File: config.mk
export PLATFORM = sky130hd
export DESIGN_NAME = blake2_digest_reader
export DESIGN_NICKNAME = d
export VERILOG_FILES = /design/src/rtl/blake2_ctrl_pkg.sv /design/src/rtl/blake2_digest_reader.sv
export SDC_FILE = /design/constraint.sdc
export NUM_CORES = 1
export LEC_CHECK = 0
export ABC_AREA = 1
export CAP_MARGIN = 20
export CORE_ASPECT_RATIO = 1.5
export CORE_MARGIN = 1
export CORE_UTILIZATION = 40
export CTS_BUF_LIST = sky130_fd_sc_hd__clkbuf_4 sky130_fd_sc_hd__clkbuf_8 sky130_fd_sc_hd__clkbuf_16
export CTS_CLUSTER_DIAMETER = 30
export DETAILED_ROUTE_END_ITERATION = 8
export SKIP_CTS_REPAIR_TIMING = 1
export SLEW_MARGIN = 20
export SYNTH_ARGS = -nofsm -noshare
export SYNTH_HDL_FRONTEND = slang
export SYNTH_SLANG_ARGS = --single-unit
File: constraint.sdc
create_clock -name clk -period 1.8 [get_ports clk]
set_clock_uncertainty 0.1 [all_clocks]
set_input_delay 0.18 -clock clk [delete_from_list [all_inputs] [get_ports clk]]
set_output_delay 0.18 -clock clk [all_outputs]
set_load 0.02 [all_outputs]
File: src/rtl/blake2_ctrl_pkg.sv
// Shared definitions for the Blake2 controller path: core widths, readout
// state encoding and helpers that size the digest readout stream.
package blake2_ctrl_pkg;

   localparam int BLAKE2_BLOCK_W  = 1024;
   localparam int BLAKE2_DIGEST_W = 512;
   localparam int BLAKE2_LEN_W    = 128;

   localparam logic [0:0] ST_IDLE_ENC = 1'b0;
   localparam logic [0:0] ST_SEND_ENC = 1'b1;

   typedef enum logic [0:0] {
      IDLE = ST_IDLE_ENC,
      SEND = ST_SEND_ENC
   } rd_state_e;

   // Number of bus words needed to carry digest_bytes of digest.
   function automatic int digest_nwords(input int data_w, input int digest_bytes);
      return (digest_bytes * 8 + data_w - 1) / data_w;
   endfunction

   // Valid bytes carried by the final (possibly partial) word.
   function automatic int digest_last_bytes(input int data_w, input int digest_bytes);
      return digest_bytes - (digest_nwords(data_w, digest_bytes) - 1) * (data_w / 8);
   endfunction

endpackage

File: src/rtl/blake2_digest_reader.sv
// Captures a Blake2 digest on the rising edge of digest_valid, truncates it to
// DIGEST_BYTES and streams it MSB-first as DATA_W words over valid/ready.
module blake2_digest_reader
   import blake2_ctrl_pkg::*;
#(
   parameter int DATA_W       = 32,
   parameter int DIGEST_BYTES = 64
) (
   input  logic                          clk,
   input  logic                          reset_n,
   input  logic [BLAKE2_DIGEST_W-1:0]    digest,
   input  logic                          digest_valid,
   input  logic                          flush,
   output logic [DATA_W-1:0]             data_out,
   output logic                          valid_out,
   input  logic                          ready_in,
   output logic                          last_out,
   output logic [$clog2(DATA_W/8):0]     out_bytes,
   output logic                          busy,
   output logic                          overrun
);

   localparam int NWORDS     = digest_nwords(DATA_W, DIGEST_BYTES);
   localparam int LAST_BYTES = digest_last_bytes(DATA_W, DIGEST_BYTES);
   localparam int CNT_W      = $clog2(NWORDS + 1);
   localparam int OB_W       = $clog2(DATA_W / 8) + 1;

   localparam logic [BLAKE2_DIGEST_W-1:0] KEEP_MASK =
      {BLAKE2_DIGEST_W{1'b1}} << (BLAKE2_DIGEST_W - 8 * DIGEST_BYTES);
   localparam logic [OB_W-1:0]  FULL_OB  = OB_W'(DATA_W / 8);
   localparam logic [OB_W-1:0]  LAST_OB  = OB_W'(LAST_BYTES);
   localparam logic [CNT_W-1:0] LAST_IDX = CNT_W'(NWORDS - 1);
   localparam logic             ONE_WORD = (NWORDS == 1);

   rd_state_e                    state_q,    state_d;
   logic [BLAKE2_DIGEST_W-1:0]   buffer_q,   buffer_d;
   logic [CNT_W-1:0]             cnt_q,      cnt_d;
   logic [DATA_W-1:0]            data_q,     data_d;
   logic                         valid_q,    valid_d;
   logic                         last_q,     last_d;
   logic [OB_W-1:0]              bytes_q,    bytes_d;
   logic                         busy_q,     busy_d;
   logic                         overrun_q,  overrun_d;
   logic                         dv_q;

   logic                         cap;
   logic                         handshake;
   logic                         finalHs;
   logic                         load;
   logic [BLAKE2_DIGEST_W-1:0]   captured;
   logic [BLAKE2_DIGEST_W-1:0]   shifted;
   logic [CNT_W-1:0]             cntNext;

   assign cap       = digest_valid & ~dv_q;
   assign handshake = valid_q & ready_in;
   assign finalHs   = (state_q == SEND) & handshake & last_q;
   assign load      = cap & ~flush & ((state_q == IDLE) | finalHs);
   assign captured  = digest & KEEP_MASK;
   assign shifted   = buffer_q << DATA_W;
   assign cntNext   = cnt_q + CNT_W'(1);

   // A capture coinciding with the final handshake reloads without a bubble;
   // any other capture during SEND is dropped and flagged as overrun.
   always_comb begin
      state_d   = state_q;
      buffer_d  = buffer_q;
      cnt_d     = cnt_q;
      data_d    = data_q;
      valid_d   = valid_q;
      last_d    = last_q;
      bytes_d   = bytes_q;
      busy_d    = busy_q;
      overrun_d = overrun_q;

      if (flush) begin
         state_d   = IDLE;
         buffer_d  = '0;
         cnt_d     = '0;
         data_d    = '0;
         valid_d   = 1'b0;
         last_d    = 1'b0;
         bytes_d   = '0;
         busy_d    = 1'b0;
         overrun_d = 1'b0;
      end else if (load) begin
         state_d  = SEND;
         buffer_d = captured;
         cnt_d    = '0;
         data_d   = captured[BLAKE2_DIGEST_W-1 -: DATA_W];
         valid_d  = 1'b1;
         last_d   = ONE_WORD;
         bytes_d  = ONE_WORD ? LAST_OB : FULL_OB;
         busy_d   = 1'b1;
      end else if (finalHs) begin
         state_d  = IDLE;
         buffer_d = '0;
         data_d   = '0;
         valid_d  = 1'b0;
         last_d   = 1'b0;
         bytes_d  = '0;
         busy_d   = 1'b0;
      end else if ((state_q == SEND) && handshake) begin
         buffer_d = shifted;
         cnt_d    = cntNext;
         data_d   = shifted[BLAKE2_DIGEST_W-1 -: DATA_W];
         last_d   = (cntNext == LAST_IDX);
         bytes_d  = (cntNext == LAST_IDX) ? LAST_OB : FULL_OB;
      end

      if (!flush && (state_q == SEND) && cap && !finalHs) begin
         overrun_d = 1'b1;
      end
   end

   always_ff @(posedge clk or negedge reset_n) begin
      if (!reset_n) begin
         state_q   <= IDLE;
         buffer_q  <= '0;
         cnt_q     <= '0;
         data_q    <= '0;
         valid_q   <= 1'b0;
         last_q    <= 1'b0;
         bytes_q   <= '0;
         busy_q    <= 1'b0;
         overrun_q <= 1'b0;
         dv_q      <= 1'b0;
      end else begin
         state_q   <= state_d;
         buffer_q  <= buffer_d;
         cnt_q     <= cnt_d;
         data_q    <= data_d;
         valid_q   <= valid_d;
         last_q    <= last_d;
         bytes_q   <= bytes_d;
         busy_q    <= busy_d;
         overrun_q <= overrun_d;
         dv_q      <= digest_valid;
      end
   end

   assign data_out  = data_q;
   assign valid_out = valid_q;
   assign last_out  = last_q;
   assign out_bytes = bytes_q;
   assign busy      = busy_q;
   assign overrun   = overrun_q;

endmodule
==> impl_metrics.tcl <==
set metrics [dict create \
    peakVddDrop_mv 0.772 \
    p_int_w 0.0299 \
    path_cells "nand3_4 > nand2_8 > nand2_8 > nand3_4 > buf_12 > buf_6 > clkbuf_16 > clkbuf_16 > buf_4 > nand2_1 > nand2_1" \
    clock-sinks 522 \
    utilization_pct 64.6 \
    cp_max_fo 7 \
    drt.antenna.violating_nets 0 \
    combPwrFrac_pct 16.3 \
    p_switching_w 0.0114 \
    yosys-top-cells-count "nand2_1, nand3_1, dfrtp_1" \
    drc 0 \
    grt-ovfl-total 0 \
    htree_levels 3 \
    synth_edf_count 0 \
    critPathArrivalTime_ns 2.41 \
    hold_class "input pin to flip-flop" \
    seqPwrFrac_pct 32.0 \
    portBuffers 553 \
    clockBufferDepth 3 \
    grt_pass1_wl_mm 160 \
    p_total_w 0.0413 \
    core_area_um2 67900 \
    syn_inst 3897 \
    start_kind "flip-flop" \
    die_area_um2 69800 \
    worst_path_largest_cell_delay_ns 0.43 \
    rsz0062_at_grt "yes" \
    synth_area_um2 27500 \
    violations "hold timing, setup timing" \
    synthFlopType "dfrtp_1" \
    power.density_nw_per_um2 941 \
    status "finished, violations left" \
    cts_tree "yes" \
    finalSetupViolCount 342 \
    initial_utilization_pct 40.5 \
    path_class "flip-flop to flip-flop" \
    drtPass1Iterations 5 \
    critPathCaptureType "flip-flop" \
    leakagePower_nw 23.7 \
    period_share_pct 109 \
    clk_latency_ns 0.68 \
    drv_slew 0 \
    hold_ws_ns -0.0216 \
    swShare_pct 27.6 \
    drtIter0Drc 3035 \
    grt_pass1_vias 28500 \
    hpwl_mm 75.0 \
    vias 30300 \
    wire_per_inst_um 21.4 \
    die_w_um 216 \
    routed_wl_mm 121 \
    grt_start_max_net_pins 84 \
    max_slew_margin_pct 64.9 \
    synthToLayoutAreaGrowth_pct 59.5 \
    die_y_um 323 \
    synth_area_leaders "dfrtp_1, nand2_1, nand3_1" \
    antenna_found_initial 16 \
    synth_most_common_cell "nand2_1" \
    finalHoldViolCount 11 \
    grt_util_all_layers_pct 29.7 \
    yosys.area.top_type_share_pct 47.5 \
    synth_cell_types 25 \
    finalCriticalPeriod_ns 1.96 \
    nNetsFinal 5163 \
    multi_input_comb_area_um2 13700 \
    cp_slowest_cell "dfrtp_2" \
    max_freq_mhz 511 \
    clock-root-buffer "clkbuf_16" \
    worstPathRequired_ns 2.25 \
    viasPerCell 5.36 \
    yosysWarnings 0 \
    max_cap_violations 0 \
    synth_area_leader_cell "dfrtp_1" \
    ys_ff_latch 522 \
    clkPwrFrac_pct 51.7 \
    synth-async-reset-ratio_pct 100 \
    nFillCells 5862 \
    numCtsBuffers 109 \
    fp-row-count 117 \
    path_clk_slew_ns 0.06 \
    postLayoutSetupSlackWorst_ns -0.156 \
    ios 556 \
    finalWeightedCongestion 0.918 \
    area.sequential_um2 13100 \
    synth.avg_cell_area_um2 7.05 \
    drive_above_1_share_pct 18.2 \
    synth_seq_area_share_pct 47.5 \
    worstMarginPinSlew_ns 0.527 \
]
-- layout by cell type, fill, tap and decap left out, types with 30 or more instances in the layout --
cell type / instances
clkdlybuf4s50_1: 515
dlymetal6s2s_1: 37
buf_4: 163
nand3_1: 946
clkbuf_16: 180
buf_6: 40
nand2_1: 1820
nand2_4: 30
nand3_2: 39
buf_12: 90
dfrtp_1: 521
nand2_2: 161
-- cells by family after synthesis --
| family | share of synthesized area, % |
|---|---|
| AND/OR/NAND/NOR | 45.9 |
| flip-flops | 47.5 |
| buffers and inverters | 6.17 |
| AO/OA/AOI/OAI | 0.264 |
| adder cells (fa/ha/maj) | 0.0910 |
| XOR/XNOR | 0.0319 |
| other | 0.0136 |
-- path summary, 6_finish.rpt --
check	slack [ns]	start	depth (start not counted)	endpoint
worst max-delay path	-0.16	busy	11	buffer_q[84]
worst min-delay path	-0.02	digest[18]	3	buffer_q[18]
worst max register to register	-0.16	busy	11	buffer_q[84]
worst min register to register	0.37	data_out[0]	2	data_out[0]
max in group asynchronous	0.76	reset_n	3	buffer_q[77]
min in group asynchronous	0.04	reset_n	3	buffer_q[94]
-- critical path, delay by kind of cell, from the launching register on --
kind	cells	cell delay, ns
DFF	1	0.43
buffers and inverters	5	0.76
and+or+nand+nor	6	0.54
-- cell type report --
type / count / share of cell area [%]
inverter: 7 / 0.157
clock inverter: 74 / 2.05
antenna: 14 / 0.0799
timing repair buffer: 963 / 27.1
clock buffer: 128 / 6.79
sequential: 522 / 29.8
multi-input combinational: 3036 / 31.3
tap: 892 / 2.55
timing repair inverter: 5 / 0.234
-- through the flow --
| step | TNS [ns] | instance area (um2) | std cells | hold WS [ns] | worst slack [ns] |
|---|---|---|---|---|---|
| 2_1_floorplan | 0 | 27500 | 3898 | -0.216 | 0.0115 |
| 3_3_place_gp | -148.71 | 35800 | 5284 | -0.0627 | -0.352 |
| 3_5_place_dp | -158.33 | 35800 | 5284 | -0.0678 | -0.380 |
| 4_1_cts | -12.28 | 39600 | 5486 | -0.773 | -0.463 |
| 5_1_grt | -50.06 | 43900 | 5641 | 0.000260 | -0.206 |
| 6_report | -17.17 | 43900 | 5641 | -0.0216 | -0.156 |
-- per-layer routing --
layer / wire length (um) / up-vias / track usage [%] / share of wire (%)
met1: 46200 / 14200 / 37.1 / 38
met5: 24 / - / 0 / 0.020
met2: 58800 / 1581 / 49.3 / 49
met3: 8240 / 346 / 3.78 / 6.8
li1: - / 14100 / - / -
met4: 7590 / 4 / 17.3 / 6.3
-- power groups by stage --
stage / Sequential, W / Combinational, W / Clock [W]
6_report: 0.0132 / 0.00673 / 0.0213
5_1_grt: 0.0133 / 0.00719 / 0.0220
4_1_cts: 0.0131 / 0.00540 / 0.0214
3_5_place_dp: 0.0133 / 0.00536 / 0
3_3_place_gp: 0.0133 / 0.00533 / 0
2_1_floorplan: 0.0131 / 0.00235 / 0
-- state kept, by name, summed over array words and instances, names as in the netlist --
name,count
buffer_q,480
busy,1
cnt_q,5
data_out,32
dv_q,1
last_out,1
out_bytes,1
overrun,1
No activity file was read; power rests on OpenSTA's default activity.
